===== src/rtl/dm_port_arbiter_if.sv =====
// ---------------------------------------------------------------------------
// dm_port_arbiter_if
//
// Bundles the three buses around the data-memory port arbiter:
//   cpu_*  : MEM-stage load/store request, stall and load return word
//   dma_*  : DMA/bus-master valid/ready request and read return pulse
//   mem_*  : the single synchronous-read data-memory port
//
// Modports:
//   master : the surroundings (CPU MEM stage, DMA master, memory macro)
//   slave  : the arbiter itself
// ---------------------------------------------------------------------------
interface dm_port_arbiter_if;

    // CPU MEM stage
    logic        cpu_req;
    logic [3:0]  cpu_byte_en;
    logic [31:0] cpu_addr;
    logic [31:0] cpu_wdata;
    logic [31:0] cpu_rdata;
    logic        cpu_stall;

    // DMA master
    logic        dma_valid;
    logic        dma_ready;
    logic [3:0]  dma_byte_en;
    logic [31:0] dma_addr;
    logic [31:0] dma_wdata;
    logic        dma_rvalid;
    logic [31:0] dma_rdata;

    // Data memory port
    logic        mem_en;
    logic [31:0] mem_addr;
    logic [3:0]  mem_byte_en;
    logic [31:0] mem_wdata;
    logic [31:0] mem_rdata;

    modport master (
        output cpu_req, cpu_byte_en, cpu_addr, cpu_wdata,
        input  cpu_rdata, cpu_stall,
        output dma_valid, dma_byte_en, dma_addr, dma_wdata,
        input  dma_ready, dma_rvalid, dma_rdata,
        input  mem_en, mem_addr, mem_byte_en, mem_wdata,
        output mem_rdata
    );

    modport slave (
        input  cpu_req, cpu_byte_en, cpu_addr, cpu_wdata,
        output cpu_rdata, cpu_stall,
        input  dma_valid, dma_byte_en, dma_addr, dma_wdata,
        output dma_ready, dma_rvalid, dma_rdata,
        output mem_en, mem_addr, mem_byte_en, mem_wdata,
        input  mem_rdata
    );

endinterface


===== src/rtl/dm_port_arbiter.sv =====
// ---------------------------------------------------------------------------
// dm_port_arbiter
//
// Shares one synchronous-read data-memory port between the CPU MEM stage and
// a DMA master. Only the IDLE state issues; a read occupies the port for one
// extra "return" cycle (CPU_RD or DMA_RD) in which nothing is issued. Stores
// and DMA writes commit at the end of their issue cycle, so a CPU store never
// stalls the pipeline unless the DMA takes the port.
//
// The DMA normally yields to the CPU, but once it has been denied
// DMA_MAX_WAIT consecutive IDLE cycles it wins the next IDLE cycle.
//
// Ports:
//   clk   : clock, all state updates on the rising edge
//   reset : synchronous, active-low; while low all combinational outputs
//           are forced to zero and any in-flight read is dropped
//   bus   : dm_port_arbiter_if.slave (cpu_*, dma_*, mem_* groups)
//
// Read words are returned raw; byte/half extension happens downstream.
// ---------------------------------------------------------------------------
module dm_port_arbiter #(
    parameter int unsigned DMA_MAX_WAIT = 4,
    parameter int unsigned CNT_W        = 3   // needs 2**CNT_W > DMA_MAX_WAIT
) (
    input  logic             clk,
    input  logic             reset,
    dm_port_arbiter_if.slave bus
);

    localparam logic [CNT_W-1:0] MAX_WAIT = CNT_W'(DMA_MAX_WAIT);

    typedef enum logic [1:0] {
        ST_IDLE   = 2'd0,
        ST_CPU_RD = 2'd1,
        ST_DMA_RD = 2'd2
    } state_t;

    state_t           state_reg,      state_next;
    logic [CNT_W-1:0] starve_cnt_reg, starve_cnt_next;
    logic             dma_rvalid_reg, dma_rvalid_next;

    // Ungated versions of the combinational outputs; the reset gate is
    // applied in one place at the bottom of the module.
    logic        mem_en_int;
    logic [31:0] mem_addr_int;
    logic [3:0]  mem_byte_en_int;
    logic [31:0] mem_wdata_int;
    logic        dma_ready_int;
    logic        cpu_stall_int;
    logic [31:0] cpu_rdata_int;
    logic [31:0] dma_rdata_int;

    // Request decode, only acted upon in IDLE.
    logic cpu_is_store;
    logic dma_is_write;
    logic dma_win;

    assign cpu_is_store = |bus.cpu_byte_en;
    assign dma_is_write = |bus.dma_byte_en;

    // DMA takes the port when the CPU has nothing to do, or when it has
    // waited long enough. With DMA_MAX_WAIT == 0 the counter test is always
    // true, giving the DMA unconditional priority.
    assign dma_win = bus.dma_valid &&
                     ((starve_cnt_reg >= MAX_WAIT) || !bus.cpu_req);

    // -----------------------------------------------------------------------
    // State register
    // -----------------------------------------------------------------------
    always_ff @(posedge clk) begin
        if (!reset) begin
            state_reg      <= ST_IDLE;
            starve_cnt_reg <= '0;
            dma_rvalid_reg <= 1'b0;
        end else begin
            state_reg      <= state_next;
            starve_cnt_reg <= starve_cnt_next;
            dma_rvalid_reg <= dma_rvalid_next;
        end
    end

    // -----------------------------------------------------------------------
    // Next-state and output decode
    // -----------------------------------------------------------------------
    always_comb begin
        state_next      = ST_IDLE;
        starve_cnt_next = starve_cnt_reg;
        dma_rvalid_next = 1'b0;

        mem_en_int      = 1'b0;
        mem_addr_int    = '0;
        mem_byte_en_int = '0;
        mem_wdata_int   = '0;
        dma_ready_int   = 1'b0;
        cpu_stall_int   = 1'b0;
        cpu_rdata_int   = '0;
        dma_rdata_int   = '0;

        case (state_reg)
            ST_IDLE: begin
                if (dma_win) begin
                    dma_ready_int   = 1'b1;
                    mem_en_int      = 1'b1;
                    mem_addr_int    = bus.dma_addr;
                    mem_byte_en_int = bus.dma_byte_en;
                    mem_wdata_int   = dma_is_write ? bus.dma_wdata : '0;
                    // The CPU loses the port, so any CPU access must wait.
                    cpu_stall_int   = bus.cpu_req;
                    starve_cnt_next = '0;
                    if (!dma_is_write) begin
                        state_next      = ST_DMA_RD;
                        dma_rvalid_next = 1'b1;
                    end
                end else if (bus.cpu_req) begin
                    mem_en_int      = 1'b1;
                    mem_addr_int    = bus.cpu_addr;
                    mem_byte_en_int = bus.cpu_byte_en;
                    if (cpu_is_store) begin
                        mem_wdata_int = bus.cpu_wdata;
                    end else begin
                        // Load: hold the pipeline until the data returns.
                        cpu_stall_int = 1'b1;
                        state_next    = ST_CPU_RD;
                    end
                    if (bus.dma_valid && (starve_cnt_reg < MAX_WAIT)) begin
                        starve_cnt_next = starve_cnt_reg + CNT_W'(1);
                    end
                end
            end

            // The load is still presented by the frozen MEM stage here; it
            // is completed, not re-issued, and the pipeline is released.
            ST_CPU_RD: begin
                cpu_rdata_int = bus.mem_rdata;
            end

            ST_DMA_RD: begin
                dma_rdata_int = bus.mem_rdata;
                cpu_stall_int = bus.cpu_req;
            end

            default: begin
                state_next = ST_IDLE;
            end
        endcase
    end

    // -----------------------------------------------------------------------
    // Outputs, all forced to zero while reset is held low. dma_rvalid is
    // gated as well so a read cut short by reset never reports data.
    // -----------------------------------------------------------------------
    assign bus.mem_en      = reset & mem_en_int;
    assign bus.mem_addr    = reset ? mem_addr_int    : '0;
    assign bus.mem_byte_en = reset ? mem_byte_en_int : '0;
    assign bus.mem_wdata   = reset ? mem_wdata_int   : '0;
    assign bus.dma_ready   = reset & dma_ready_int;
    assign bus.cpu_stall   = reset & cpu_stall_int;
    assign bus.cpu_rdata   = reset ? cpu_rdata_int   : '0;
    assign bus.dma_rvalid  = reset & dma_rvalid_reg;
    assign bus.dma_rdata   = (reset && dma_rvalid_reg) ? dma_rdata_int : '0;

    // -----------------------------------------------------------------------
    // Structural invariants
    // -----------------------------------------------------------------------
    // A DMA acceptance always coincides with a memory access.
    a_ready_has_access: assert property (
        @(posedge clk) bus.dma_ready |-> bus.mem_en);

    // Return cycles never issue anything.
    a_no_issue_in_return: assert property (
        @(posedge clk) disable iff (!reset)
        (state_reg != ST_IDLE) |-> !bus.mem_en);

    // The starvation counter saturates at the threshold.
    a_starve_bounded: assert property (
        @(posedge clk) disable iff (!reset)
        starve_cnt_reg <= MAX_WAIT);

    // Read data for the DMA is a single-cycle pulse.
    a_rvalid_pulse: assert property (
        @(posedge clk) disable iff (!reset)
        bus.dma_rvalid |=> !bus.dma_rvalid);

endmodule

===== src/flat_wrapper.sv =====
// flat-port wrapper written by rule: the top's interface ports become plain ports
module dm_port_arbiter_flat 
#(
    parameter int unsigned DMA_MAX_WAIT = 4,
    parameter int unsigned CNT_W        = 3                                   
)
  (clk, reset, bus_cpu_req, bus_cpu_byte_en, bus_cpu_addr, bus_cpu_wdata, bus_cpu_rdata, bus_cpu_stall, bus_dma_valid, bus_dma_byte_en, bus_dma_addr, bus_dma_wdata, bus_dma_ready, bus_dma_rvalid, bus_dma_rdata, bus_mem_en, bus_mem_addr, bus_mem_byte_en, bus_mem_wdata, bus_mem_rdata);
  dm_port_arbiter_if bus_i ();
  input  logic clk;
  input  logic reset;
  input wire logic [$bits(bus_i.cpu_req)-1:0] bus_cpu_req;
  input wire logic [$bits(bus_i.cpu_byte_en)-1:0] bus_cpu_byte_en;
  input wire logic [$bits(bus_i.cpu_addr)-1:0] bus_cpu_addr;
  input wire logic [$bits(bus_i.cpu_wdata)-1:0] bus_cpu_wdata;
  output wire logic [$bits(bus_i.cpu_rdata)-1:0] bus_cpu_rdata;
  output wire logic [$bits(bus_i.cpu_stall)-1:0] bus_cpu_stall;
  input wire logic [$bits(bus_i.dma_valid)-1:0] bus_dma_valid;
  input wire logic [$bits(bus_i.dma_byte_en)-1:0] bus_dma_byte_en;
  input wire logic [$bits(bus_i.dma_addr)-1:0] bus_dma_addr;
  input wire logic [$bits(bus_i.dma_wdata)-1:0] bus_dma_wdata;
  output wire logic [$bits(bus_i.dma_ready)-1:0] bus_dma_ready;
  output wire logic [$bits(bus_i.dma_rvalid)-1:0] bus_dma_rvalid;
  output wire logic [$bits(bus_i.dma_rdata)-1:0] bus_dma_rdata;
  output wire logic [$bits(bus_i.mem_en)-1:0] bus_mem_en;
  output wire logic [$bits(bus_i.mem_addr)-1:0] bus_mem_addr;
  output wire logic [$bits(bus_i.mem_byte_en)-1:0] bus_mem_byte_en;
  output wire logic [$bits(bus_i.mem_wdata)-1:0] bus_mem_wdata;
  input wire logic [$bits(bus_i.mem_rdata)-1:0] bus_mem_rdata;
  assign bus_i.cpu_req = bus_cpu_req;
  assign bus_i.cpu_byte_en = bus_cpu_byte_en;
  assign bus_i.cpu_addr = bus_cpu_addr;
  assign bus_i.cpu_wdata = bus_cpu_wdata;
  assign bus_cpu_rdata = bus_i.cpu_rdata;
  assign bus_cpu_stall = bus_i.cpu_stall;
  assign bus_i.dma_valid = bus_dma_valid;
  assign bus_i.dma_byte_en = bus_dma_byte_en;
  assign bus_i.dma_addr = bus_dma_addr;
  assign bus_i.dma_wdata = bus_dma_wdata;
  assign bus_dma_ready = bus_i.dma_ready;
  assign bus_dma_rvalid = bus_i.dma_rvalid;
  assign bus_dma_rdata = bus_i.dma_rdata;
  assign bus_mem_en = bus_i.mem_en;
  assign bus_mem_addr = bus_i.mem_addr;
  assign bus_mem_byte_en = bus_i.mem_byte_en;
  assign bus_mem_wdata = bus_i.mem_wdata;
  assign bus_i.mem_rdata = bus_mem_rdata;
  dm_port_arbiter #(.DMA_MAX_WAIT(DMA_MAX_WAIT), .CNT_W(CNT_W)) u_core (.clk(clk), .reset(reset), .bus(bus_i));
endmodule

===== config.mk =====
export PLATFORM = sky130hd
export DESIGN_NAME = dm_port_arbiter_flat
export DESIGN_NICKNAME = d
export VERILOG_FILES = /design/src/rtl/dm_port_arbiter_if.sv /design/src/rtl/dm_port_arbiter.sv /design/src/flat_wrapper.sv
export SDC_FILE = /design/constraint.sdc
export NUM_CORES = 1
export LEC_CHECK = 0
export CAP_MARGIN = 25
export CORE_AREA = 5 5 115 117
export DETAILED_ROUTE_END_ITERATION = 8
export DIE_AREA = 0 0 120 122
export PLACE_DENSITY_LB_ADDON = 0.15
export SLEW_MARGIN = 10
export SYNTH_ARGS = -nofsm -noshare
export SYNTH_HDL_FRONTEND = slang
export SYNTH_SLANG_ARGS = --single-unit

===== constraint.sdc =====
create_clock -name clk -period 2.9 [get_ports clk]
set_input_delay 0.435 -clock clk [delete_from_list [all_inputs] [get_ports clk]]
set_output_delay 0.435 -clock clk [all_outputs]
set_load 0.01 [all_outputs]

Word-level counts from Yosys, hierarchy flattened:

Index checks and enable logic that the tools add are counted.

* register bits: 6
* output and inout port bits: 136
* word-level logic and storage cells: 60
* input port bits: 172

* reduce and logical (&&, ||, !) cells: 13
* bitwise gates (word level): 4
* order comparisons: 2
* equality and inequality tests: 2
* multiplexer cells: 35
* add/subtract/negate cells: 1

Operators by type and width (number)
* 32-bit 2-to-1 mux: 14
* 4-bit 2-to-1 mux: 4
* 1-bit 2-to-1 mux: 10
* 3-bit 2-to-1 mux: 3
* 4-bit OR reduction: 2
* 2-bit 2-to-1 mux: 3
* 3-bit AND reduction: 2
* 1-bit AND: 4
* 2-bit nonzero test: 2
* 3-bit by 1-bit adder with 3-bit output, second input constant: 1
* 3-bit >= comparator, second input constant: 1
* 1-bit logical AND: 3
* 3-bit less-than comparator, second input constant: 1
* 2-bit by 1-bit == test with 1-bit output, second input constant: 1
* 2-bit == test, second input constant: 1
* 2-bit logical NOT: 1
* 1-bit case mux with 2 select lines: 1
* 2-bit AND reduction: 1
* 1-bit logical NOT: 1
* 1-bit logical OR: 1

Depth between registers and ports, before layout:

Gate-level depths: netlist of run 1.

* depth after elaboration: 6
* depth in mapped cells: 6
* gate-level depth less buffers: 3

Worst setup path after synthesis of run 1:

OpenSTA, ideal clock, no wires.

* path kind: input-to-output
* start point: in reset
* end point: out bus_mem_wdata[10]
* arrival: 1.578 ns
* data required time: 2.465 ns
* path buffers: 1
* slack: 0.887 ns
* stages on the path: 4
* cells stage by stage: or3b_4 > nor4_4 > buf_6 > a22o_1

* cells in the longest elaborated chain, start to end: 1

RTL lines
* start, declared: line flat_wrapper.sv:10 `input logic reset;`
* 32-bit 2-to-1 mux: line dm_port_arbiter.sv:155 `assign bus.mem_wdata = reset ? mem_wdata_int : '0;`
* end, declared: line flat_wrapper.sv:27 `output wire logic [$bits(bus_i.mem_wdata)-1:0] bus_mem_wdata;`

Every way passes these cells.

Worst setup path in the final report of run 1:

* start point: in reset
* end point: out bus_mem_addr[21]

* cells in the longest elaborated chain, start to end: 1

RTL lines
* 32-bit 2-to-1 mux: line dm_port_arbiter.sv:153 `assign bus.mem_addr = reset ? mem_addr_int : '0;`
* end, declared: line flat_wrapper.sv:25 `output wire logic [$bits(bus_i.mem_addr)-1:0] bus_mem_addr;`

Every way passes these cells.

==> flow_summary.toml, run 1 <==
[place]
placed_cells_incl_taps = 644
placement_stage_cell_area_um2 = 4810
place.port_buffers = 307
post-dp-hpwl_um = 9180
gp_routability_congestion = 0.803

[clock_tree]
numCtsBuffers = 3
clock_path_buffers = 2
cts.reportedPaths.clkPinSlew_ns = 0.03
htreeDepth = 1
clock_sinks = 5
clock_tree_from_tritoncts = "done"
clockRootBuffer = "sky130_fd_sc_hd__clkbuf_16"
clkLatencyLatePin_ns = 0.22

[sta]
worst_slew_margin_rel = 0.758
finalCritPeriodShare = 0.974
clock_skew_ns = 0.00113
final_period_minus_worst_setup_slack_ns = 2.82
final-max-slew-violation-count = 0
hold_viol = 0
worst_pin_slew_ns = 0.362
finalSetupViolCount = 0
achievable-frequency_ghz = 0.354
grt_setup_unrepaired = "false"

[global_route]
grt_start_max_net_pins = 38
grt_pass1_wl_um = 16200
grt_pass1_vias = 2777
grt_antenna_before_repair = 1
grt_use_total = 0.138
total_overflow_reported_by_the_global_router = 0

[layout]
areaGrowthSynthToFinish_pct = 241
antenna_diode_instance_count = 0
final_design_area_no_fill_um2 = 5030
layout.cells.most_common_list = "sky130_fd_sc_hd__clkdlybuf4s50_1 (239), sky130_fd_sc_hd__and2_1 (66), sky130_fd_sc_hd__a22o_1 (65), sky130_fd_sc_hd__dlygate4sd2_1 (43), sky130_fd_sc_hd__buf_4 (16)"
max_ffs_per_register = 3
finish.cell_count_without_fillers = 664
drive_above_1_share = 0.117
nNetsFinal = 688
layout_commonest_cell = "sky130_fd_sc_hd__clkdlybuf4s50_1"

[drt]
final_antenna_net_count = 0
num_vias = 2798
route.detailed.drc = 0
number_of_iterations_in_the_first_detailed_routing_pass = 4
routed_wirelength_um = 11700
dr_wl_cell_um = 17.6
post_drt_via_cell_ratio = 4.21
drt-initial-drc-count = 85

[outcome]
outcome = "complete, no violations"

[yosys]
synthesis.nets = 366
ys.warnings.count = 0
synth_sequential_area_ratio = 0.0680
yosysUniqueCellTypes = 31
flip_flop_and_latch_count_after_synthesis = 5
synthCells = 193
avgSynthCellArea_um2 = 7.63
syn_area_um2 = 1470

[die]
fp.dieArea_um2 = 14600
dieHeight_um = 122
placementRows = 41
start_util = 0.120
die_x_um = 120
io_pins = 308
core_um2 = 12300

[setup_path]
worst_setup_path_end_kind = "output port"
worstPathRequired_ns = 2.47
cp.arrival_ns = 2.39
crit_fanout = 10
timing.critical_path.from_type = "primary input"
path_class = "primary input to output port"

[pwr]
power_density_nw_per_um2 = 164
total_leakage_power_nw = 2.25
irDropWorstVdd_mv = 0.131

[hold_path]
hp-class = "flip-flop to flip-flop"

[flow_run]
drv.max_cap_violation_count = 0
per-layer routing:
metal,vias up,global-route usage,part of all wire
met5,-,0,0.0011
met4,2,0.0136,0.0032
met3,6,0.0617,0.12
met2,169,0.261,0.51
met1,1248,0.146,0.36
li1,1373,-,-
metrics by stage:
step,hold WS (ns),setup TNS (ns),utilization,power [mW],setup WS (ns)
2_1_floorplan,0.445,0,-,0.213,0.887
3_3_place_gp,0.459,-5.04,0.392,0.606,-0.239
3_5_place_dp,0.477,-5.12,0.392,0.607,-0.234
4_1_cts,0.483,-0.00520,0.402,0.815,-0.00204
5_1_grt,0.499,0,0.410,0.864,0.00633
6_report,0.474,0,0.410,0.822,0.0753
cells in the mapped netlist:
| library cell | n | area share |
|---|---|---|
| sky130_fd_sc_hd__nor4_1 | 2 | 0.0085 |
| sky130_fd_sc_hd__or3_1 | 1 | 0.0043 |
| sky130_fd_sc_hd__a2111oi_0 | 1 | 0.0059 |
| sky130_fd_sc_hd__nand4bb_1 | 1 | 0.0076 |
| sky130_fd_sc_hd__and2_2 | 1 | 0.0051 |
| sky130_fd_sc_hd__nor2_1 | 2 | 0.0051 |
| sky130_fd_sc_hd__a21o_1 | 1 | 0.0051 |
| sky130_fd_sc_hd__a211oi_1 | 1 | 0.0051 |
| sky130_fd_sc_hd__or3b_4 | 1 | 0.0076 |
| sky130_fd_sc_hd__or3b_2 | 1 | 0.0059 |
| sky130_fd_sc_hd__and2b_2 | 1 | 0.0059 |
| sky130_fd_sc_hd__and2_1 | 66 | 0.28 |
| sky130_fd_sc_hd__inv_1 | 3 | 0.0076 |
| sky130_fd_sc_hd__and3_2 | 1 | 0.0051 |
| sky130_fd_sc_hd__ha_1 | 1 | 0.0085 |
| sky130_fd_sc_hd__nand3b_1 | 1 | 0.0051 |
| sky130_fd_sc_hd__a21oi_1 | 3 | 0.010 |
| sky130_fd_sc_hd__clkbuf_1 | 7 | 0.018 |
| sky130_fd_sc_hd__buf_2 | 5 | 0.017 |
| sky130_fd_sc_hd__dfxtp_1 | 5 | 0.068 |
| sky130_fd_sc_hd__a22o_1 | 65 | 0.39 |
| sky130_fd_sc_hd__a22o_2 | 2 | 0.014 |
| sky130_fd_sc_hd__nor3b_1 | 2 | 0.010 |
| sky130_fd_sc_hd__nor4_4 | 1 | 0.014 |
| sky130_fd_sc_hd__a21boi_0 | 3 | 0.015 |
| sky130_fd_sc_hd__nand3_1 | 2 | 0.0068 |
| sky130_fd_sc_hd__nand2_1 | 3 | 0.0076 |
| sky130_fd_sc_hd__nand2b_1 | 1 | 0.0043 |
| sky130_fd_sc_hd__buf_6 | 3 | 0.023 |
| sky130_fd_sc_hd__nor3_2 | 1 | 0.0068 |
| sky130_fd_sc_hd__buf_4 | 5 | 0.025 |
final cells by class:
class / count / area, µm²
Clock buffer: 4 / 78.8
Multi-Input combinational cell: 165 / 1280
Inverter: 3 / 11.3
Tap cell: 150 / 188
Timing Repair Buffer: 337 / 3370
Fill cell: 1217 / 7230
Sequential cell: 5 / 100
power by group:
| group | switching, mW | total (mW) | internal [mW] |
|---|---|---|---|
| Clock | 0.0422 | 0.224 | 0.182 |
| Combinational | 0.171 | 0.526 | 0.355 |
| Sequential | 0.00130 | 0.0719 | 0.0706 |
critical path, cell delays in order:
cell and delay (ns):
sky130_fd_sc_hd__clkdlybuf4s50_1 0.47, sky130_fd_sc_hd__or3b_4 0.42, sky130_fd_sc_hd__nor3_4 0.17, sky130_fd_sc_hd__buf_6 0.13
sky130_fd_sc_hd__buf_6 0.10, sky130_fd_sc_hd__buf_4 0.13, sky130_fd_sc_hd__buf_12 0.13, sky130_fd_sc_hd__a22o_1 0.15
sky130_fd_sc_hd__clkdlybuf4s15_1 0.24
final timing paths:
kind	endpoint	cells after the start	from	slack (ns)
setup / recovery	bus_mem_addr[21]	9	reset	0.08
hold / removal	u_core.starve_cnt_reg[1]	2	u_core.starve_cnt_reg[1]	0.47
hold reg to reg	u_core.starve_cnt_reg[1]	2	u_core.starve_cnt_reg[1]	0.47
setup reg to reg	u_core.state_reg[1]	7	u_core.state_reg[1]	1.30
kinds of logic (layout without fill, tap and decap cells):
kind of cell,Yosys count,in the layout,synth area share
fa+ha+maj,1,1,0.00849
buf+inv,23,344,0.0909
compound gates,76,76,0.442
flops,5,5,0.0680
simple gates,88,88,0.391
timing repair:
action | in CTS | in global routing
gates resized for setup | 87 | 26
pin swaps | 1 | 2
endpoints found under the setup margin | 67 | 35
hold buffers | 0 | 0
gates cloned | 2 | 3
buffers inserted | 4 | 7
Note: power is estimated with default switching activity, not from simulation.
==> run 2: changes to the inputs <==
--- a/config.mk
+++ b/config.mk
@@ -5,10 +5,10 @@
 export SDC_FILE = /design/constraint.sdc
 export NUM_CORES = 1
 export LEC_CHECK = 0
-export CAP_MARGIN = 25
-export CORE_AREA = 5 5 115 117
+export CAP_MARGIN = 10
+export CORE_AREA = 2 2 119 121
 export DETAILED_ROUTE_END_ITERATION = 8
-export DIE_AREA = 0 0 120 122
+export DIE_AREA = 0 0 121 123
 export PLACE_DENSITY_LB_ADDON = 0.15
 export SLEW_MARGIN = 10
 export SYNTH_ARGS = -nofsm -noshare
==> run 2 against run 1 <==
  * Maximum frequency is 1.8% higher
  * Cell count is 2.7% higher
  * Register-to-register slack better by 0.10 ns
  * Critical endpoint is now bus_mem_wdata[25]
  * Largest cell class unchanged
  * Largest power group unchanged
  * Highest routed layer is now met4
==> flow_summary.toml, run 2 (synthesized netlist as in run 1, its figures left out) <==
[outcome]
outcome = "complete, no violations"

[die]
fp.dieArea_um2 = 14900
start_util = 0.108
placementRows = 43
core_um2 = 13600
io_pins = 308
die_x_um = 121
dieHeight_um = 123

[clock_tree]
clock_sinks = 5
clock_tree_from_tritoncts = "done"
htreeDepth = 1
clockRootBuffer = "sky130_fd_sc_hd__clkbuf_16"
numCtsBuffers = 3
post_cts_hold_buffer_count = 0
clkLatencyLatePin_ns = 0.23
clock_path_buffers = 2
cts.reportedPaths.clkPinSlew_ns = 0.04

[global_route]
grt_pass1_vias = 2657
grt_use_total = 0.121
total_overflow_reported_by_the_global_router = 0
grt_start_max_net_pins = 38
grt_antenna_before_repair = 0
grt_pass1_wl_um = 14300

[setup_path]
cp_num_cells = 7
cp_cell_sequence = "clkdlybuf4s50_1 -> or3b_4 -> nor4_4 -> buf_4 -> bufbuf_16 -> a22o_1 -> dlygate4sd2_1"
critPathTopFamily = "buffers and inverters"
crit_fanout = 16
worst_setup_path_end_kind = "output port"
worstPathRequired_ns = 2.47
cp_slowest_stage_delay_ns = 0.47
cp.arrival_ns = 2.34
r2r.worst_path.cells = 5
path_class = "primary input to output port"
crit_path_top_delay_cell = "sky130_fd_sc_hd__clkdlybuf4s50_1"
timing.critical_path.from_type = "primary input"
critical_path.n_buffers_inverters = 4

[sta]
post-route-worst-setup-slack_ns = 0.126
final_period_minus_worst_setup_slack_ns = 2.77
finalSetupViolCount = 0
sum_of_negative_setup_slack_ns = 0
finalHoldWorstSlack_ns = 0.468
achievable-frequency_ghz = 0.361
clock_skew_ns = 0.00308
finalCritPeriodShare = 0.956
hold_viol = 0
grt_setup_unrepaired = "false"
worst_pin_slew_ns = 0.325
final-max-slew-violation-count = 0
worst_slew_margin_rel = 0.783

[layout]
areaGrowthSynthToFinish_pct = 236
max_ffs_per_register = 3
layout.cells.most_common_list = "sky130_fd_sc_hd__clkdlybuf4s50_1 (236), sky130_fd_sc_hd__dlygate4sd2_1 (68), sky130_fd_sc_hd__and2_1 (66), sky130_fd_sc_hd__a22o_1 (65), sky130_fd_sc_hd__buf_4 (9)"
antenna_diode_instance_count = 0
finish.cell_count_without_fillers = 682
nNetsFinal = 676
utilization = 0.364
layout_commonest_cell = "sky130_fd_sc_hd__clkdlybuf4s50_1"
final_design_area_no_fill_um2 = 4950
drive_above_1_share = 0.0717

[hold_path]
hp-class = "flip-flop to flip-flop"
holdPathStages = 2

[flow_run]
drv.max_cap_violation_count = 0

[place]
placed_cells_incl_taps = 673
preCtsSetupSlack_ns = -0.341
place.port_buffers = 307
post-dp-hpwl_um = 7910
placement_stage_cell_area_um2 = 4850
gp_routability_congestion = 0.734

[pwr]
power_density_nw_per_um2 = 162
total_leakage_power_nw = 2.19
irDropWorstVdd_mv = 0.231
report.power.total_mw = 0.800

[drt]
num_vias = 2712
dr_wl_cell_um = 14.9
routed_wirelength_um = 10200
number_of_iterations_in_the_first_detailed_routing_pass = 4
route.detailed.drc = 0
drt-initial-drc-count = 84
final_antenna_net_count = 0
post_drt_via_cell_ratio = 3.98
==> run 2: routing by layer <==
layer	vias up	wire (µm)	track usage
met5	-	0	0
met4	0	57	0.0153
met3	4	1300	0.0507
met2	176	5200	0.235
met1	1185	3630	0.124
li1	1347	-	-
==> run 2: area by class of cell <==
cell class,instances,area (µm²)
inverters,3,11.3
well taps,180,225
multi-input cells,165,1280
flip-flops and latches,5,100
fillers,1405,8660
clock buffers,4,78.8
repair buffers,325,3250
==> run 2: final timing paths <==
path | slack (ns) | from | to
setup / recovery | 0.13 | reset | bus_mem_wdata[25]
hold / removal | 0.47 | u_core.starve_cnt_reg[1] | u_core.starve_cnt_reg[1]
setup reg to reg | 1.40 | u_core.state_reg[1] | u_core.state_reg[1]
hold reg to reg | 0.47 | u_core.starve_cnt_reg[1] | u_core.starve_cnt_reg[1]
==> run 2: timing repair <==
item | 4_1_cts | 5_1_grt
gates resized for setup | 73 | 4
gates cloned | 2 | 0
endpoints found under the setup margin | 68 | 17
buffers inserted | 3 | 0
pin swaps | 1 | 1
==> run 2: report_power, final <==
group	internal (mW)	switching, mW
Sequential	0.0706	0.00121
Clock	0.183	0.0497
Combinational	0.338	0.158
Total	0.591	0.209
==> run 2: worst min-delay path, stage by stage (launching register included) <==
cell and delay (ns):
sky130_fd_sc_hd__dfxtp_1 0.30, sky130_fd_sc_hd__nand2_1 0.05, sky130_fd_sc_hd__a21boi_0 0.06
